===== src/rtl/axi_reg_arbiter.sv =====
// Two-requester round-robin arbiter driving single-beat AXI transactions to the register slave.
// Optional slave-handshake timeout abort is compiled in with `define AXI_ARB_TIMEOUT_EN.
module axi_reg_arbiter #(
    parameter int TIMEOUT_CYC = 16,
    parameter int NREQ        = 2
) (
    input  logic                 clk,
    input  logic                 areset,
    input  logic [NREQ-1:0]      req_i,
    input  logic [NREQ-1:0]      we_i,
    input  logic [NREQ*32-1:0]   addr_i,
    input  logic [NREQ*32-1:0]   wdata_i,
    input  logic [NREQ*4-1:0]    wstrb_i,
    output logic [NREQ-1:0]      done_o,
    output logic [31:0]          rdata_o,
    output logic                 err_o,
    output logic [3:0]           awid_o,
    output logic [3:0]           arid_o,
    output logic [31:0]          awaddr_o,
    output logic                 awvalid_o,
    input  logic                 awready_i,
    output logic [31:0]          wdata_o,
    output logic [3:0]           wstrb_o,
    output logic                 wvalid_o,
    input  logic                 wready_i,
    input  logic [1:0]           bresp_i,
    input  logic                 bvalid_i,
    output logic                 bready_o,
    output logic [31:0]          araddr_o,
    output logic                 arvalid_o,
    input  logic                 arready_i,
    input  logic [31:0]          rdata_i,
    input  logic                 rvalid_i,
    output logic                 rready_o
);

    typedef enum logic [2:0] {IDLE, WADDR, WRESP, RADDR, RDATA, DONE} state_t;

    state_t      state, state_next;
    logic        gnt_idx, last_served, grant_sel;
    logic [31:0] cmd_addr, cmd_wdata, rdata_r;
    logic [3:0]  cmd_wstrb;
    logic        aw_done, w_done, err_r;
    logic        tmo_expire, tmo_abort;

    // Requester other than the last served wins a tie; a lone requester wins outright.
    always_comb begin
        grant_sel = req_i[1];
        if (req_i == 2'b11) grant_sel = ~last_served;
    end

`ifdef AXI_ARB_TIMEOUT_EN
    localparam int TMO_W = $clog2(TIMEOUT_CYC + 1);
    logic [TMO_W-1:0] tmo_cnt;
    logic             waiting;

    assign waiting    = (state == WADDR) || (state == WRESP) || (state == RADDR) || (state == RDATA);
    assign tmo_expire = waiting && (tmo_cnt == TMO_W'(TIMEOUT_CYC - 1));

    always_ff @(posedge clk or posedge areset) begin
        if (areset)                              tmo_cnt <= '0;
        else if (state_next != state || !waiting) tmo_cnt <= '0;
        else                                     tmo_cnt <= tmo_cnt + TMO_W'(1);
    end
`else
    assign tmo_expire = (TIMEOUT_CYC < 0);
`endif

    always_ff @(posedge clk or posedge areset) begin
        if (areset) state <= IDLE;
        else        state <= state_next;
    end

    always_comb begin
        state_next = state;
        tmo_abort  = 1'b0;
        awvalid_o  = 1'b0;
        wvalid_o   = 1'b0;
        bready_o   = 1'b0;
        arvalid_o  = 1'b0;
        rready_o   = 1'b0;
        done_o     = '0;
        rdata_o    = '0;
        err_o      = 1'b0;
        case (state)
            IDLE: begin
                if (|req_i) state_next = we_i[grant_sel] ? WADDR : RADDR;
            end
            WADDR: begin
                awvalid_o = ~aw_done;
                wvalid_o  = ~w_done;
                if ((aw_done || awready_i) && (w_done || wready_i)) state_next = WRESP;
            end
            WRESP: begin
                bready_o = 1'b1;
                if (bvalid_i) state_next = DONE;
            end
            RADDR: begin
                arvalid_o = 1'b1;
                if (arready_i) state_next = RDATA;
            end
            RDATA: begin
                rready_o = 1'b1;
                if (rvalid_i) state_next = DONE;
            end
            DONE: begin
                done_o[gnt_idx] = 1'b1;
                rdata_o         = rdata_r;
                err_o           = err_r;
                state_next      = IDLE;
            end
            default: state_next = IDLE;
        endcase
        // Abort only when the wait would otherwise continue; a handshake on the last cycle still completes.
        if (tmo_expire && state_next == state) begin
            tmo_abort  = 1'b1;
            state_next = DONE;
        end
    end

    always_ff @(posedge clk or posedge areset) begin
        if (areset) begin
            gnt_idx     <= 1'b0;
            last_served <= 1'b1;
            cmd_addr    <= '0;
            cmd_wdata   <= '0;
            cmd_wstrb   <= '0;
            aw_done     <= 1'b0;
            w_done      <= 1'b0;
            err_r       <= 1'b0;
            rdata_r     <= '0;
        end else begin
            case (state)
                IDLE: begin
                    if (|req_i) begin
                        gnt_idx     <= grant_sel;
                        last_served <= grant_sel;
                        cmd_addr    <= grant_sel ? addr_i[63:32]  : addr_i[31:0];
                        cmd_wdata   <= grant_sel ? wdata_i[63:32] : wdata_i[31:0];
                        cmd_wstrb   <= grant_sel ? wstrb_i[7:4]   : wstrb_i[3:0];
                        aw_done     <= 1'b0;
                        w_done      <= 1'b0;
                        err_r       <= 1'b0;
                        rdata_r     <= '0;
                    end
                end
                WADDR: begin
                    if (awvalid_o && awready_i) aw_done <= 1'b1;
                    if (wvalid_o && wready_i)   w_done  <= 1'b1;
                end
                WRESP: begin
                    if (bvalid_i) err_r <= (bresp_i != 2'b00);
                end
                RDATA: begin
                    if (rvalid_i) begin
                        rdata_r <= rdata_i;
                        err_r   <= 1'b0;
                    end
                end
                default: ;
            endcase
            if (tmo_abort) begin
                err_r   <= 1'b1;
                rdata_r <= '0;
            end
        end
    end

    assign awaddr_o = cmd_addr;
    assign araddr_o = cmd_addr;
    assign wdata_o  = cmd_wdata;
    assign wstrb_o  = cmd_wstrb;
    assign awid_o   = {3'b000, gnt_idx};
    assign arid_o   = {3'b000, gnt_idx};

endmodule


===== config.mk =====
export PLATFORM = sky130hd
export DESIGN_NAME = axi_reg_arbiter
export DESIGN_NICKNAME = d
export VERILOG_FILES = /design/src/rtl/axi_reg_arbiter.sv
export SDC_FILE = /design/constraint.sdc
export NUM_CORES = 1
export LEC_CHECK = 0
export CORE_AREA = 2 2 128 130
export CTS_CLUSTER_SIZE = 14
export DETAILED_ROUTE_END_ITERATION = 10
export DIE_AREA = 0 0 130 132
export PLACE_DENSITY_LB_ADDON = 0.3
export SLEW_MARGIN = 10
export SYNTH_ARGS = -nofsm -noshare
export SYNTH_HDL_FRONTEND = slang
export SYNTH_SLANG_ARGS = --single-unit

===== constraint.sdc =====
create_clock -name clk -period 10.6 [get_ports clk]
set_input_delay 1.59 -clock clk [delete_from_list [all_inputs] [get_ports clk]]
set_output_delay 1.59 -clock clk [all_outputs]
set_load 0.01 [all_outputs]

Word level (Yosys, flattened, before mapping)
Index checks and enable logic that the tools add are counted.
{ "totals": {"elab_cells": 81, "out_inout_bits": 148, "input_bits": 181, "regBits": 108} }
{ "op_classes": {"eq_ne": 13, "n_bitwise": 3, "reduce_logical": 18, "order_cmp": 3, "n_mux": 34} }
{ "ops": {"columns": ["op", "n"], "rows": [
  ["two-way mux 32 bit", 5],
  ["one-hot mux 32 bit (2 select lines)", 1],
  ["two-way mux 1 bit", 15],
  ["two-way mux 3 bit", 5],
  ["one-hot mux 3 bit (5 select lines)", 1],
  ["!= test 2 bit, second input constant", 7],
  ["AND reduction 3 bit", 3],
  ["== test 3 x 2 -> 1 bit, second input constant", 2],
  ["== test 3 bit, second input constant", 2],
  ["nonzero test 2 bit", 3],
  ["AND reduction 5 bit", 1],
  ["logical AND 1 bit", 4],
  ["less-than comparator 1 x 2 -> 1 bit, second input constant", 2],
  ["two-way mux 2 bit", 2],
  ["two-way mux 4 bit", 1],
  ["one-hot mux 1 bit (2 select lines)", 2],
  ["AND reduction 4 bit", 1],
  ["== test 3 x 1 -> 1 bit, second input constant", 1],
  ["logical NOT 3 bit", 1],
  ["inverter 1 bit", 3],
  ["one-hot mux 1 bit (3 select lines)", 1],
  ["nonzero test 3 bit", 1],
  ["== test 2 bit, second input constant", 1],
  ["logical OR 1 bit", 2],
  ["4 further kinds", 4]
]} }

Depth between registers and ports, before layout
Gate-level depths: netlist of the first run.
{ "depth": {"ltp_word": 7, "mapped_depth": 6} }

Worst setup path after synthesis of the first run
Ideal clock, no wire load.
{ "synth_path": {"path_kind": "register to output", "startpoint": "reg state[1]", "endpoint": "out rdata_o[10]", "stages_incl_launch_ff": 5, "arrival_time_ps": 1301, "t_required_ps": 9010, "path_slack_ps": 7709, "cell_sequence": "dfrtp_1 buf_6 nor2_1 clkbuf_1 and3_1"} }
{ "synth_between": {"elab_chain_cells": 2} }
{ "synth_lines": {"columns": ["item", "line_no", "text"], "rows": [
  ["start: declaration", "39", "state_t state, state_next;"],
  ["start signal: assignment", "71", "else state <= state_next;"],
  ["== test 3 bit", "85", "case (state)"],
  ["two-way mux 32 bit", "85", null],
  ["end: declaration", "15", "output logic [31:0] rdata_o,"]
]} }
No other way between the ends.

Final worst setup path of the first run
{ "layout_path": {"startpoint": "in req_i[1]", "endpoint": "reg cmd_addr[17] (netlist: araddr_o[17])"} }
{ "layout_between": {"elab_chain_cells": 3, "word_cells_on_any_way": 5} }
{ "layout_lines": {"columns": ["item", "line_no", "text"], "rows": [
  ["start: declaration", "9", "input logic [NREQ-1:0] req_i,"],
  ["== test 2 bit", "49", "if (req_i == 2'b11) grant_sel = ~last_served;"],
  ["two-way mux 1 bit", "49", null],
  ["two-way mux 32 bit", "138", "cmd_addr <= grant_sel ? addr_i[63:32] : addr_i[31:0];"],
  ["end signal: assignment", "138", null],
  ["end: declaration", "41", "logic [31:0] cmd_addr, cmd_wdata, rdata_r;"]
]} }
Parallel ways exist; a longest one is shown, timed or not.
A chain may end at the register's enable or synchronous reset.

==> results of run 1 <==
[cells by family (layout without fill, tap and decap cells)]
kind of cell           count (synthesis)  in the layout  share of synthesized area [%]
other                                  1              6                        0.06955
DFF                                  108            108                          50.15
buffers and inverters                 82            347                          11.23
AOI/OAI and AO/OA                    118            118                          13.81
muxes                                 71             71                          13.18
and+or+nand+nor                      128            128                          11.56
[report_power, final]
part           total [W]  internal (W)  leakage (nW)  switching (W)
clock           0.000365      0.000209         0.162       0.000156
combinational    0.00107      0.000576          2.29       0.000492
sequential      0.000739      0.000604          1.28       0.000135
[synthesized netlist by cell type (2+ instances only)]
master / number / share of area (%)
nand2_1: 5 / 0.35
o21ai_0: 3 / 0.28
buf_6: 8 / 1.7
a22o_1: 32 / 5.2
clkbuf_1: 7 / 0.49
dfrtp_1: 107 / 50
and3_1: 35 / 4.1
buf_4: 59 / 8.2
a21oi_1: 74 / 6.9
mux2i_1: 71 / 13
inv_1: 3 / 0.21
nor3_1: 2 / 0.19
nor2_1: 78 / 5.4
buf_2: 4 / 0.37
[registers in the layout, indices dropped and copies added, names as in the netlist]
register,flops
last_served,1
gnt_idx,1
araddr_o,32
w_done,1
state,3
rdata_r,32
wdata_o,32
wstrb_o,4
aw_done,1
err_r,1
[final cells by class]
cell class | instances | area [sq um]
inverter | 3 | 13.76
clock inverter | 7 | 98.84
clock buffer | 9 | 225.2
timing repair buffer | 328 | 3268
tap | 216 | 270.3
fill | 1354 | 7014
sequential | 108 | 2704
multi-input combinational | 323 | 2118
[routing by layer]
layer / GRT usage [%] / vias up / part of all wire [%]
met5: 0 / - / 0
li1: - / 2273 / -
met2: 32.66 / 211 / 51
met3: 5.154 / 26 / 7.9
met1: 20.56 / 2228 / 38
met4: 6.750 / 0 / 2.2
[cell usage in the layout, fill, tap and decap left out, drive strengths merged, types with 5 or more instances in the layout]
cell type,netlist,layout
clkdlybuf4s50,0,322
dfrtp,107,107
nor2,79,79
a21oi,74,74
mux2i,71,71
and3,35,35
a22o,32,32
clkbuf,7,9
conb,1,6
buf,72,6
nand2,5,5
inv,3,5
[critical path, cell delays in order]
cell and delay [ps]:
clkdlybuf4s50_1 580, a21boi_4 540, buf_4 880, mux2i_1 290
a21oi_1 100
[per-stage QoR]
step                      hold WS [ps]  std cells
after floorplan                  458.2        513
after global placement           475.1        978
after detailed placement         476.8        978
after CTS                        496.3        994
after global routing             516.4        994
final                            495.7        994
[worst paths after layout]
| kind | endpoint | slack, ps |
|---|---|---|
| setup / recovery | araddr_o[17] | 6750 |
| hold reg to reg | rdata_r[5] | 500 |
| setup reg to reg | wdata_o[2] | 8020 |
| min in group asynchronous | rdata_r[19] | 1660 |
| hold / removal | rdata_r[5] | 500 |
| max in group asynchronous | wdata_o[28] | 7710 |
==> metrics, run 1 <==
Synth Warn # 0; slew margin rel. about a third; clock skew 9.769 ps; Final ANT Viol Nets 0; grt ovf 0; reg2reg start state[0]; cts hold-fix bufs 0; # DRC 0; Final Setup Violations 0; Synth cell types 34; TritonCTS buffer count 9; vias in the first global route 4654; sequential area share after synthesis 50.15%; worst hold stages 1; syn avg cell area 10.61 sq um; reg2reg path depth 6; outcome complete, no violations; hold path start rdata_r[5]; drt wl/cell 16.37 um; Critical Path Source Type input pin; final count of hold timing violations 0; Async S/R FF share, synth 100.0%; RSZ-0062 raised after global routing no; Area Overhead vs Synth 61.34%; Post-DP Area 8374 sq um; CP endpoint kind flip-flop; Total GRT Usage 18.31%; fin crit share 36.36%; Mapped Area 5391 sq um; Post-synth EDFFs 0; Critical Path Start req_i[1]; clock tree buffer depth 2; P_leak 3.740 nW; VDD IR max 0.08664 mV; Post-layout nets ~950; post-route minimum period 3854 ps; Placement Setup Slack 6352 ps; Clock Latency Late Sink around 340 ps; critical path peak fanout 60; vias after detailed routing 4738; Layout Utilization around 55%; drt via density 4.767; CTS tree done; layout cells sized above 1 3.856%; setup ws final ~6700 ps; crit path DAT 4030 ps; register bit count reported by yosys 108; I/O pin cnt 329; 1st-pass router iterations 4; core area between 15000 and 20000 sq um; initial core utilization 34.31%; PD cells between 200 and 250 nW/um^2; Synth Flop Type dfrtp_1; total power draw ~0.0022 W; WL final about 16000 um; RD Place Congestion roughly 0.8; cts repair resizes 0; 1st-iter DRT viols 162; FMAX 259.5 MHz; # Max-Cap Violations 0; clock tree root buffer cell clkbuf_16; Finished Cell Area slightly below 9000 sq um; # port buffers 322; Post-CTS Setup Repair Bufs 0; FP Rows 46; Least-Margin Pin Slew 1022 ps; setup TNS 0 ps; HPWL Detailed roughly 12000 um; pins over their slew limit 0; min-delay worst type reg2reg; Die Wd 130 um; Required @ worst endpoint 10780 ps; first-pass GRT wire length 24650 um; largest net degree at the start of global routing between 70 and 80; n_diodes 0; Mapped Cells between 500 and 600; clock transition at the registers of the reported paths 70 ps; initial antenna violation count 0; chip height ~130 um; H-tree depth 3; Die ar. approximately 17000 sq um; crit path kind in2reg; # clock sinks between 100 and 150
Power figures use the tool's default switching activity.
==> run 2: changes to the inputs <==
--- a/config.mk
+++ b/config.mk
@@ -5,10 +5,9 @@
 export SDC_FILE = /design/constraint.sdc
 export NUM_CORES = 1
 export LEC_CHECK = 0
-export CORE_AREA = 2 2 128 130
+export CORE_UTILIZATION = 34
 export CTS_CLUSTER_SIZE = 14
 export DETAILED_ROUTE_END_ITERATION = 10
-export DIE_AREA = 0 0 130 132
 export PLACE_DENSITY_LB_ADDON = 0.3
 export SLEW_MARGIN = 10
 export SYNTH_ARGS = -nofsm -noshare
==> constraint.sdc (replaced) <==
create_clock -name clk -period 3.3 [get_ports clk]
set_input_delay 0.495 -clock clk [delete_from_list [all_inputs] [get_ports clk]]
set_output_delay 0.495 -clock clk [all_outputs]
set_load 0.01 [all_outputs]
==> run 2 against run 1 <==
  * Total power rose to 3.2 times the previous value
  * Setup slack worse by 6300 ps
  * Design area up 0.49%
  * Flip-flop and latch count unchanged
  * Sequential power rose to 3.3 times the previous value
  * Worst hold slack worse by 3.0 ps
  * Die area down 4.6%
  * Global-route usage up 1.1 points
  * First-iteration DRC count down 15%
  * Count of clock-buffer cells in the layout up 3
  * Critical endpoint is now rdata_o[26]
==> metrics, run 2 (synthesis results as in run 1) <==
post-route minimum period 2863 ps; first-pass GRT wire length 24700 um; WL final approximately 16000 um; TritonCTS buffer count 9; initial antenna violation count 0; Internal Power 0.004446 W; reg2reg end rdata_r[15]; vias after detailed routing between 4000 and 5000; outcome complete, no violations; Post-layout nets 958; Seq pwr share 35.1%; min-delay worst type reg2reg; FMAX approximately 350 MHz; worst hold stages 1; part of the power in combinational logic 49.2%; FF-to-FF setup slack approximately 720 ps; Final Setup Violations 0; Clock Latency Late Sink roughly 340 ps; initial core utilization a little over a third; # DRC 0; grt ovf 0; clock skew between 6 and 7 ps; clock tree root buffer cell clkbuf_16; 1st-iter DRT viols 137; reg2reg path depth 5; largest net degree at the start of global routing 75; Critical Path Max Stage Delay 1140 ps; H-tree depth 3; Placement Setup Slack 726.1 ps; most frequent cells in the layout clkdlybuf4s50_1, dfrtp_1, nor2_1; Post-CTS Setup Repair Bufs 0; critical path peak fanout 46; crit path DAT 2370 ps; hold path endpoint rdata_r[1]; Critical-path top delay cell dfrtp_1; CTS tree done; net switching power 0.002490 W; Die ar. 16360 sq um; VDD IR max 0.3687 mV; # clock sinks 108; 1st-pass router iterations 4; commonest non-fill, non-tap cell in the layout clkdlybuf4s50_1; setup TNS 0 ps; # port buffers 322; drt via density 4.764; PD cells 793.5 nW/um^2; HPWL Detailed 12260 um; vias in the first global route 4711; cts hold-fix bufs 0; Clock power frac 15.7%; CP endpoint kind output pin; # Max-Cap Violations 0; pins over their slew limit 0; placed insts 977; Critical Path Source Type flip-flop; layout cells sized above 1 4.220%; RSZ-0062 raised after global routing no; RD Place Congestion 0.7423; Total GRT Usage around 19%; fillers 1319; Least-Margin Pin Slew 1202 ps; P_leak approximately 3.8 nW; clock tree buffer depth 2; reg2reg start state[0]; sw frac 35.90%; chip height 127.9 um; FP Rows 45; clock transition at the registers of the reported paths 70 ps; hold path start rdata_r[1]; drt wl/cell about 16 um; n_diodes 0; slew margin rel. 19.84%; critical path, cell by cell and3_1 > clkdlybuf4s50_1; fin crit share ~87%; I/O pin cnt 329; Required @ worst endpoint 2800 ps; core area 15310 sq um; Layout Utilization 57.08%; Final ANT Viol Nets 0; setup ws final 437.3 ps; final count of hold timing violations 0; Area Overhead vs Synth 62.13%; cts repair resizes 0; crit path kind reg2out; Final Non-Filler Cells between 900 and 1000; Die Wd between 100 and 150 um
[run 2: power groups by stage]
stage	Clock (W)	Sequential, W	Combinational [W]
3_5_place_dp	0	0.00245	0.00346
3_3_place_gp	0	0.00242	0.00337
6_report	0.00109	0.00244	0.00341
4_1_cts	0.00112	0.00244	0.00346
5_1_grt	0.00118	0.00252	0.00369
2_1_floorplan	0	0.00249	0.00187
[run 2: cell type report]
| type | instances | area (sq um) | share of cell area (%) |
|---|---|---|---|
| Sequential cell | 108 | 2704 | 30.93 |
| Tap cell | 211 | 264.0 | 3.020 |
| Multi-Input combinational cell | 323 | 2118 | 24.23 |
| Clock buffer | 12 | 256.5 | 2.934 |
| Clock inverter | 4 | 47.55 | 0.5439 |
| Inverter | 3 | 15.01 | 0.1718 |
| Timing Repair Buffer | 332 | 3336 | 38.16 |
[run 2: per-layer routing]
layer	global-route usage, %	vias to the layer above	wire length (um)
li1	-	2276	-
met1	22.13	2245	6286
met2	35.07	193	8284
met3	4.925	17	1205
met4	6.782	0	262
met5	0	-	0
[run 2: worst max-delay path by stage]
| stage | to | slack, ps | cells past startpoint | from |
|---|---|---|---|---|
| 2_1_floorplan | araddr_o[0] | 1500 | 1 | areset |
| 5_1_grt | wvalid_o | 280 | 3 | state[0] |
| 6_report | rdata_o[26] | 440 | 2 | state[0] |
| 3_3_place_gp | araddr_o[18] | 900 | 5 | req_i[1] |
| 3_5_place_dp | rdata_r[15] | 730 | 5 | state[0] |
| 4_1_cts | rdata_o[26] | 420 | 2 | state[0] |
[run 2: metrics by stage]
stage	hold slack, ps	total power, W	cell area (sq um)
2_1_floorplan	458.2	0.004357	5414
3_3_place_gp	475.1	0.005796	8437
3_5_place_dp	480.1	0.005908	8437
4_1_cts	499.7	0.007024	8741
5_1_grt	512.1	0.007394	8741
6_report	492.6	0.006936	8741
[run 2: worst max-delay path, delay by kind of cell (launching register included)]
kind	cells	cell delay, ps
buffers and inverters	1	550
DFF	1	1140
and+or+nand+nor	1	320
==> run 3: changes to the inputs <==
--- a/config.mk
+++ b/config.mk
@@ -5,6 +5,7 @@
 export SDC_FILE = /design/constraint.sdc
 export NUM_CORES = 1
 export LEC_CHECK = 0
+export ABC_CLOCK_PERIOD_IN_PS = 3300
 export CORE_UTILIZATION = 34
 export CTS_CLUSTER_SIZE = 14
 export DETAILED_ROUTE_END_ITERATION = 10
==> results of run 3 <==
No change in the layout: final DEF, timing and power equal those of run 2.
